File: src/rtl/sha3_msg_loader_if.sv
// ---------------------------------------------------------------------------
// sha3_msg_loader_if
//   Bundles the two handshakes around the SHA3 message loader.
//
//   Word stream (into the loader):
//     in_data   [63:0]  message word, byte k at bits [8k+7:8k]
//     in_valid          word present
//     in_last           final word of the message
//     in_bytes  [3:0]   valid bytes in the final word (0..8, larger clamps)
//     in_ready          loader accepts a word this cycle
//   Block stream (out of the loader):
//     blk_data  [RATE_WORDS*64-1:0]  rate block, lane i at [64i+63:64i]
//     blk_valid         block presented and held stable
//     blk_last          block is the final padded block
//     blk_ready         downstream accepts the block
//     blk_cnt   [15:0]  blocks of the current message handed off so far
//                       (present only when SHA3_MSG_LOADER_BLKCNT_EN is defined)
//
//   Modports: slave  = the loader's view
//             master = the surrounding environment's view
// ---------------------------------------------------------------------------
interface sha3_msg_loader_if #(
    parameter int unsigned RATE_WORDS = 17
);
    logic [63:0]              in_data;
    logic                     in_valid;
    logic                     in_last;
    logic [3:0]               in_bytes;
    logic                     in_ready;
    logic [RATE_WORDS*64-1:0] blk_data;
    logic                     blk_valid;
    logic                     blk_last;
    logic                     blk_ready;
`ifdef SHA3_MSG_LOADER_BLKCNT_EN
    logic [15:0]              blk_cnt;
`endif

    modport slave (
        input  in_data, in_valid, in_last, in_bytes, blk_ready,
        output in_ready, blk_data, blk_valid, blk_last
`ifdef SHA3_MSG_LOADER_BLKCNT_EN
        , output blk_cnt
`endif
    );

    modport master (
        output in_data, in_valid, in_last, in_bytes, blk_ready,
        input  in_ready, blk_data, blk_valid, blk_last
`ifdef SHA3_MSG_LOADER_BLKCNT_EN
        , input blk_cnt
`endif
    );
endinterface

File: src/rtl/sha3_msg_loader.sv
// ---------------------------------------------------------------------------
// sha3_msg_loader
//   Front end of the SHA3-256 core. Packs 64-bit little-endian message words
//   into RATE_WORDS-lane rate blocks, applies pad10*1 with DOMAIN_BYTE as the
//   first padding byte, and hands each block downstream flagged with
//   blk_last on the final one. Downstream never pads.
//
//   Ports:
//     clk   single clock, all state on the rising edge
//     rst   asynchronous, active-low reset
//     bus   sha3_msg_loader_if.slave (word stream in, block stream out)
//
//   Optional feature: define SHA3_MSG_LOADER_BLKCNT_EN to add bus.blk_cnt,
//   a saturating count of blocks handed off for the current message.
// ---------------------------------------------------------------------------
module sha3_msg_loader #(
    parameter int unsigned RATE_WORDS  = 17,
    parameter logic [7:0]  DOMAIN_BYTE = 8'h06
) (
    input  logic             clk,
    input  logic             rst,
    sha3_msg_loader_if.slave bus
);
    localparam int unsigned      BLK_W    = RATE_WORDS * 64;
    localparam int unsigned      IDX_W    = $clog2(RATE_WORDS);
    localparam logic [IDX_W-1:0] LAST_IDX = IDX_W'(RATE_WORDS - 1);
    localparam logic [IDX_W-1:0] ONE_IDX  = IDX_W'(1);
    // Final 1 bit of pad10*1 sits in the top byte of the block.
    localparam logic [BLK_W-1:0] PAD_END  = {8'h80, {(BLK_W-8){1'b0}}};
    localparam logic [BLK_W-1:0] PAD_ONLY = PAD_END | {{(BLK_W-8){1'b0}}, DOMAIN_BYTE};

    typedef enum logic {FILL, OUT} state_t;

    state_t           state_reg, state_next;
    logic [IDX_W-1:0] widx_reg, widx_next;
    logic [BLK_W-1:0] buf_reg, buf_next;
    logic             last_reg, last_next;
    logic             pend_reg, pend_next;

    logic [3:0]       n_clamp;
    logic [63:0]      lane_word;
    logic [IDX_W+5:0] lane_lsb;
    logic [IDX_W+5:0] next_lsb;
    logic             word_xfer;
    logic             blk_xfer;

    assign n_clamp   = (bus.in_bytes > 4'd8) ? 4'd8 : bus.in_bytes;
    assign lane_lsb  = {widx_reg, 6'd0};
    assign next_lsb  = {widx_reg + ONE_IDX, 6'd0};
    assign word_xfer = bus.in_valid && (state_reg == FILL);
    assign blk_xfer  = bus.blk_ready && (state_reg == OUT);

    // Final-word lane: keep bytes below n, put the domain byte at n, zero the
    // rest. With n=8 no byte matches, so the domain byte spills to the next lane.
    for (genvar gi = 0; gi < 8; gi++) begin : g_lane_byte
        assign lane_word[8*gi +: 8] =
            (4'(gi) < n_clamp)  ? bus.in_data[8*gi +: 8] :
            (4'(gi) == n_clamp) ? DOMAIN_BYTE : 8'h00;
    end

    always_ff @(posedge clk or negedge rst) begin
        if (!rst) begin
            state_reg <= FILL;
            widx_reg  <= '0;
            buf_reg   <= '0;
            last_reg  <= 1'b0;
            pend_reg  <= 1'b0;
        end else begin
            state_reg <= state_next;
            widx_reg  <= widx_next;
            buf_reg   <= buf_next;
            last_reg  <= last_next;
            pend_reg  <= pend_next;
        end
    end

    always_comb begin
        state_next = state_reg;
        widx_next  = widx_reg;
        buf_next   = buf_reg;
        last_next  = last_reg;
        pend_next  = pend_reg;
        unique case (state_reg)
            FILL: begin
                if (word_xfer) begin
                    if (!bus.in_last) begin
                        buf_next[lane_lsb +: 64] = bus.in_data;
                        if (widx_reg == LAST_IDX) begin
                            state_next = OUT;
                            last_next  = 1'b0;
                        end else begin
                            widx_next = widx_reg + ONE_IDX;
                        end
                    end else begin
                        buf_next[lane_lsb +: 64] = lane_word;
                        state_next = OUT;
                        if (n_clamp != 4'd8) begin
                            // XOR so the domain and end bytes merge to 0x86
                            // when both land on the top byte.
                            buf_next  = buf_next ^ PAD_END;
                            last_next = 1'b1;
                        end else if (widx_reg != LAST_IDX) begin
                            buf_next[next_lsb +: 8] = DOMAIN_BYTE;
                            buf_next  = buf_next ^ PAD_END;
                            last_next = 1'b1;
                        end else begin
                            // Full block of data: padding needs a block of its own.
                            last_next = 1'b0;
                            pend_next = 1'b1;
                        end
                    end
                end
            end
            OUT: begin
                if (blk_xfer) begin
                    if (pend_reg) begin
                        buf_next  = PAD_ONLY;
                        last_next = 1'b1;
                        pend_next = 1'b0;
                    end else begin
                        buf_next   = '0;
                        widx_next  = '0;
                        last_next  = 1'b0;
                        state_next = FILL;
                    end
                end
            end
            default: ;
        endcase
    end

    // Outputs come straight from registers, so blk_ready never reaches in_ready
    // combinationally; the price is one bubble cycle after each handshake.
    assign bus.in_ready  = (state_reg == FILL);
    assign bus.blk_valid = (state_reg == OUT);
    assign bus.blk_data  = buf_reg;
    assign bus.blk_last  = last_reg;

`ifdef SHA3_MSG_LOADER_BLKCNT_EN
    logic [15:0] cnt_reg;

    always_ff @(posedge clk or negedge rst) begin
        if (!rst) begin
            cnt_reg <= '0;
        end else if (blk_xfer) begin
            if (last_reg) begin
                cnt_reg <= '0;
            end else if (cnt_reg != 16'hFFFF) begin
                cnt_reg <= cnt_reg + 16'd1;
            end
        end
    end

    assign bus.blk_cnt = cnt_reg;
`endif
endmodule
File: src/flat_wrapper.sv
// flat-port wrapper written by rule: the top's interface ports become plain ports
module sha3_msg_loader_flat 
#(
    parameter int unsigned RATE_WORDS  = 17,
    parameter logic [7:0]  DOMAIN_BYTE = 8'h06
)
  (clk, rst, bus_in_data, bus_in_valid, bus_in_last, bus_in_bytes, bus_blk_ready, bus_in_ready, bus_blk_data, bus_blk_valid, bus_blk_last);
  sha3_msg_loader_if #(.RATE_WORDS(RATE_WORDS)) bus_i ();
  input  logic clk;
  input  logic rst;
  input wire logic [$bits(bus_i.in_data)-1:0] bus_in_data;
  input wire logic [$bits(bus_i.in_valid)-1:0] bus_in_valid;
  input wire logic [$bits(bus_i.in_last)-1:0] bus_in_last;
  input wire logic [$bits(bus_i.in_bytes)-1:0] bus_in_bytes;
  input wire logic [$bits(bus_i.blk_ready)-1:0] bus_blk_ready;
  output wire logic [$bits(bus_i.in_ready)-1:0] bus_in_ready;
  output wire logic [$bits(bus_i.blk_data)-1:0] bus_blk_data;
  output wire logic [$bits(bus_i.blk_valid)-1:0] bus_blk_valid;
  output wire logic [$bits(bus_i.blk_last)-1:0] bus_blk_last;
  assign bus_i.in_data = bus_in_data;
  assign bus_i.in_valid = bus_in_valid;
  assign bus_i.in_last = bus_in_last;
  assign bus_i.in_bytes = bus_in_bytes;
  assign bus_i.blk_ready = bus_blk_ready;
  assign bus_in_ready = bus_i.in_ready;
  assign bus_blk_data = bus_i.blk_data;
  assign bus_blk_valid = bus_i.blk_valid;
  assign bus_blk_last = bus_i.blk_last;
  sha3_msg_loader #(.RATE_WORDS(RATE_WORDS), .DOMAIN_BYTE(DOMAIN_BYTE)) u_core (.clk(clk), .rst(rst), .bus(bus_i));
endmodule
File: config.mk
export PLATFORM = sky130hd
export DESIGN_NAME = sha3_msg_loader_flat
export DESIGN_NICKNAME = d
export VERILOG_FILES = /design/src/rtl/sha3_msg_loader_if.sv /design/src/rtl/sha3_msg_loader.sv /design/src/flat_wrapper.sv
export SDC_FILE = /design/constraint.sdc
export NUM_CORES = 2
export LEC_CHECK = 0
export BUFFER_PORTS_ARGS = -buffer_cell sky130_fd_sc_hd__buf_2
export CORE_AREA = 10 10 447 449
export CTS_BUF_LIST = sky130_fd_sc_hd__clkbuf_8 sky130_fd_sc_hd__clkbuf_16
export DETAILED_ROUTE_END_ITERATION = 10
export DIE_AREA = 0 0 457 459
export SYNTH_ARGS = -nofsm -noshare
export SYNTH_HDL_FRONTEND = slang
export SYNTH_SLANG_ARGS = --single-unit
File: constraint.sdc
create_clock -name clk -period 4.16 [get_ports clk]
set_input_delay 0.208 -clock clk [delete_from_list [all_inputs] [get_ports clk]]
set_output_delay 0.208 -clock clk [all_outputs]
set_load 0.1 [all_outputs]
Word level (Yosys, flattened, before mapping)
Cells that the tools add are included.
Operators by class
  add/subtract/negate cells: 3
  multipliers: 0
  div/mod/pow operators: 0
  order comparisons: 9
  eq/ne operators: 19
  shift operators: 5
  multiplexer cells: 52
  bitwise operators: 3
  reductions and logical operators: 7
Operators with widths (count)
  2-to-1 mux 1088 bit: 6
  bitwise mux 1088 bit: 3
  case mux 1088 bit (2 select lines): 1
  indexed part select 64 x 13 -> 1088 bit: 2
  variable shift 64 x 13 -> 1088 bit (first input constant): 1
  variable shift 8 x 13 -> 1088 bit (first input constant): 1
  indexed part select 8 x 13 -> 1088 bit (first input constant): 1
  2-to-1 mux 8 bit: 8
  negator 11 -> 13 bit: 2
  2-to-1 mux 5 bit: 5
  2-to-1 mux 3 bit: 8
  == test 3 x 4 -> 1 bit (first input constant): 4
  less-than comparator 3 x 4 -> 1 bit (first input constant): 4
  2-to-1 mux 1 bit: 16
  != test 2 bit (second input constant): 7
  case mux 5 bit (2 select lines): 1
  AND reduction 5 bit: 2
  == test 2 x 4 -> 1 bit (first input constant): 2
  less-than comparator 1 x 4 -> 1 bit (first input constant): 2
  less-than comparator 2 x 4 -> 1 bit (first input constant): 2
  case mux 1 bit (2 select lines): 3
  adder 5 x 1 -> 5 bit (second input constant): 1
  == test 5 bit (second input constant): 1
  != test 5 bit (second input constant): 1
  11 further kinds: 14
Storage, ports and cells
  flip-flop bits (word level): 1096
  latch bits: 0
  memory bits (writable): 0
  ROM bits: 0
  bits of input ports: 73
  output and inout port bits: 1091
  word-level logic and storage cells: 103
  memories: 0

Logic depth before layout (Yosys ltp)
  depth after elaboration: 14
  gate-level depth with buffers: 16
  gate-level depth less buffers: 11

Least setup slack after synthesis
OpenSTA, ideal clock, no wires.
  path kind: reg2reg
  from: register u_core.widx_reg[0]
  to: register u_core.buf_reg[128], in the netlist u_core.bus.blk_data[128]
  library setup time: 122 ps
  arrival time: 3265 ps
  required time: 4038 ps
  setup slack: 773 ps
  stages on the path, launching flop included: 14
  clock period less this slack: 3387 ps
  cell sequence: dfrtp_1 > buf_2 > buf_2 > inv_1 > ha_1 > nor3b_1 > ha_1 > nor2b_1 > clkbuf_1 > nand3b_1 > or4_1 > a2111o_1 > o21a_1 > a22o_1
On the way
  cells in the longest elaborated chain, start to end: 9
RTL lines
  start: declaration: RTL line sha3_msg_loader.sv:35  | logic [IDX_W-1:0] widx_reg, widx_next;
  start signal: assignment: RTL line sha3_msg_loader.sv:70  | widx_reg <= widx_next;
  adder 5 x 1 -> 5 bit or negator 11 -> 13 bit (tied branches): RTL line sha3_msg_loader.sv:49, sha3_msg_loader.sv:87, sha3_msg_loader.sv:95
  negator 11 -> 13 bit (tied with other cells): RTL line sha3_msg_loader.sv:103  | buf_next[next_lsb +: 8] = DOMAIN_BYTE;
  indexed part select 8 x 13 -> 1088 bit (tied with other cells): RTL line sha3_msg_loader.sv:103
  bitwise mux 1088 bit: RTL line sha3_msg_loader.sv:103
  2-to-1 mux 1088 bit: RTL line sha3_msg_loader.sv:102  | end else if (widx_reg != LAST_IDX) begin
  2-to-1 mux 1088 bit: RTL line sha3_msg_loader.sv:97  | if (n_clamp != 4'd8) begin
  2-to-1 mux 1088 bit (*): RTL line sha3_msg_loader.sv:86  | if (!bus.in_last) begin
  2-to-1 mux 1088 bit (*): RTL line sha3_msg_loader.sv:85  | if (word_xfer) begin
  case mux 1088 bit (2 select lines) (*): RTL line sha3_msg_loader.sv:83  | unique case (state_reg)
  end signal: assignment: RTL line sha3_msg_loader.sv:71  | buf_reg <= buf_next;
  end: declaration: RTL line sha3_msg_loader.sv:36  | logic [BLK_W-1:0] buf_reg, buf_next;
Every way passes the cells marked *; elsewhere a longest branch is shown, timed or not. The select of a mux whose other input is x is not followed.
A chain may end at the register's enable or synchronous reset.

Final worst setup path
  from: register u_core.widx_reg[3]
  to: register u_core.buf_reg[894], in the netlist u_core.bus.blk_data[894]
Same word-level chain as after synthesis.

==> results.json <==
{
  "status": "finished clean",
  "dpl_worst_slack_ns": 0.315,
  "first_global_vias": 44200,
  "firstDrtPassIters": 6,
  "slowest_delay_ns": 0.66,
  "die_x_microns": 457,
  "drc_errors": 0,
  "hold_viol": 0,
  "stdcell_count": 8249,
  "syn_nets": 4447,
  "synth_top_cell_by_area": "dfrtp_1",
  "totalPowerFinal_mw": 37.4,
  "cts.clk_slew.worst_paths_ns": 0.06,
  "worst_pin_slew_ns": 1.45,
  "cts_sinks": 1096,
  "rows": 161,
  "synthArstFlopShare_pct": 100,
  "synth_enable_flop_cells": 0,
  "first_iter_violations": 5590,
  "grt-ovfl-total": 0,
  "final-setup-viol-count": 0,
  "power.leakage_nw": 30.2,
  "io_pins": 1164,
  "synth.top_cells.by_area": "dfrtp_1 61%, o21ai_0 6.5%, nand3_1 6.2%, nand2_1 5.1%, a22o_1 4.7%",
  "routed-via-count": 45300,
  "hpwl_microns": 252000,
  "dpl.cell_count": 7936,
  "crit_arrival_ns": 4.57,
  "synth.most_common_cell": "dfrtp_1",
  "nFillCells": 20100,
  "ys_ff_latch": 1096,
  "synth.avg_cell_area_sq_um": 10.3,
  "die_h_microns": 459,
  "cts_hold_buf": 52,
  "routedWlPerCell_microns": 39.7,
  "final_util_pct": 31.4,
  "synthTopCellsByCount": "1096 x dfrtp_1, 610 x nand2_1, 584 x o21ai_0",
  "cts_tree": "built",
  "reg2regPathDepth": 7,
  "core_sq_um": 191000,
  "fin_area_sq_um": 60000,
  "postCtsSetupBuffers": 0,
  "worst_clock_skew_ns": 0.0409,
  "tns_ns": 0,
  "yosysWarnings": 0,
  "rsz0062_at_grt": "no",
  "hp-class": "in -> reg",
  "start_kind": "flop",
  "clockBufferDepth": 3,
  "max_freq_mhz": 254,
  "track_usage_pct": 29.8,
  "fin_nets": 5678,
  "max-slew-margin-rel_pct": 2.39,
  "drv_slew": 0,
  "wl_microns": 327000,
  "drive_gt1_share_pct": 29.8,
  "cp_data_required_time_ns": 4.80,
  "yosysTopAreaCellShare_pct": 61.0,
  "largest_reg_flops": 1088,
  "crit_type": "reg -> reg",
  "h-tree-depth": 4,
  "areaGrowthSynthToFinish_pct": 33.3,
  "grt_first_pass_wirelength_microns": 427000,
  "die_area_sq_um": 210000,
  "antenna_found_initial": 56,
  "synth_flop_cell": "dfrtp_1",
  "cp-end-kind": "flop",
  "peakVddDrop_mv": 0.381,
  "place_area_sq_um": 54900,
  "syn_area_sq_um": 45000,
  "seq_area_frac_synth_pct": 61.0,
  "start_util_pct": 23.5,
  "finalCritPeriodShare_pct": 94.5,
  "path_cells": "nor3b_1, ha_1, a21oi_1, and3_1, nand2_2, nand3_1, o21ai_0",
  "portBuffers": 1163,
  "synthCells": 4367,
  "max-cap-violations": 0,
  "powerDensity_nw_per_um2": 624,
  "clk_latency_ns": 0.83,
  "gp_congestion": 0.958,
  "post_cts_resized": 0,
  "post-route-min-period_ns": 3.93,
  "setup_ws_ns": 0.227,
  "min_path_cells": 3,
  "worst_path_max_delay_cell": "dfrtp_1",
  "avgViaCountPerCell": 5.49,
  "hold_ws_ns": 0.0442,
  "ys_types": 72,
  "worst-path-max-fanout": 44,
  "cts_inserted_buffers": 133,
  "r2r_setup_slack_ns": 0.23,
  "ant_nets": 0,
  "root_buffer": "clkbuf_16",
  "grt_max_degree": 131
}
==> final timing paths <==
kind / to / from
min in group asynchronous: u_core.bus.blk_data[808] / rst
worst max-delay path: u_core.bus.blk_data[894] / u_core.widx_reg[3]
worst min-delay path: u_core.bus.blk_data[479] / bus_in_data[31]
worst min register to register: u_core.bus.blk_data[471] / u_core.bus.blk_data[471]
max in group asynchronous: u_core.bus.blk_data[1000] / rst
worst max register to register: u_core.bus.blk_data[894] / u_core.widx_reg[3]
==> critical path: cells and delay by family, from the launching register on <==
family / cells / cell delay [ns]
simple gates: 4 / 2.04
compound gates: 2 / 0.68
flops: 1 / 0.66
fa+ha+maj: 1 / 0.32
==> report_power, final <==
part | switching (mW) | internal [mW] | leakage [nW] | total [mW]
Sequential | 0.353 | 11.2 | 15.3 | 11.5
Combinational | 11.7 | 2.15 | 12.7 | 13.9
Clock | 5.21 | 6.81 | 2.26 | 12.0
Total | 17.3 | 20.1 | 30.2 | 37.4
==> cells in the final DEF (no fill, tap or decap), types with 44 or more instances in the layout <==
cell type,instances
buf_2,1162
dfrtp_1,1096
nand2_1,599
o21ai_0,582
nand3_1,553
a22o_1,240
buf_4,236
o31ai_1,163
nor2_1,157
clkbuf_16,135
a21oi_1,91
a32o_1,85
dlygate4sd3_1,53
nor3_1,44
==> logic make-up (layout without fill, tap and decap cells) <==
family / count (synthesis) / count (layout) / share of synthesized area [%]
xor gates and xnor gates: 7 / 7 / 0.136
other: 0 / 21 / 0
adders and majority gates: 7 / 7 / 0.195
buffers and inverters: 388 / 1723 / 3.38
DFF: 1096 / 1096 / 61.0
muxes: 4 / 4 / 0.0946
AOI/OAI and AO/OA: 1339 / 1339 / 19.8
and+or+nand+nor: 1526 / 1526 / 15.4
==> metal layers <==
layer | share of wire, % | up-vias | GRT usage (%) | routed length [microns]
li1 | - | 18300 | - | -
met1 | 39 | 23200 | 36.6 | 127000
met2 | 43 | 3127 | 45.3 | 142000
met3 | 11 | 668 | 11.3 | 36400
met4 | 6.5 | 30 | 15.9 | 21100
met5 | 0.086 | - | 0.339 | 281
==> final cells by class <==
| cell class | count | area [sq um] | area share (%) |
|---|---|---|---|
| inverters | 11 | 41.3 | 0.0689 |
| flip-flops and latches | 1096 | 27400 | 45.7 |
| clock inverters | 76 | 691 | 1.15 |
| diodes | 21 | 52.6 | 0.0876 |
| repair buffers | 1473 | 8550 | 14.3 |
| clock buffers | 163 | 3760 | 6.28 |
| well taps | 2526 | 3160 | 5.27 |
| multi-input cells | 2883 | 16300 | 27.1 |
No activity file was read; power rests on OpenSTA's default activity.
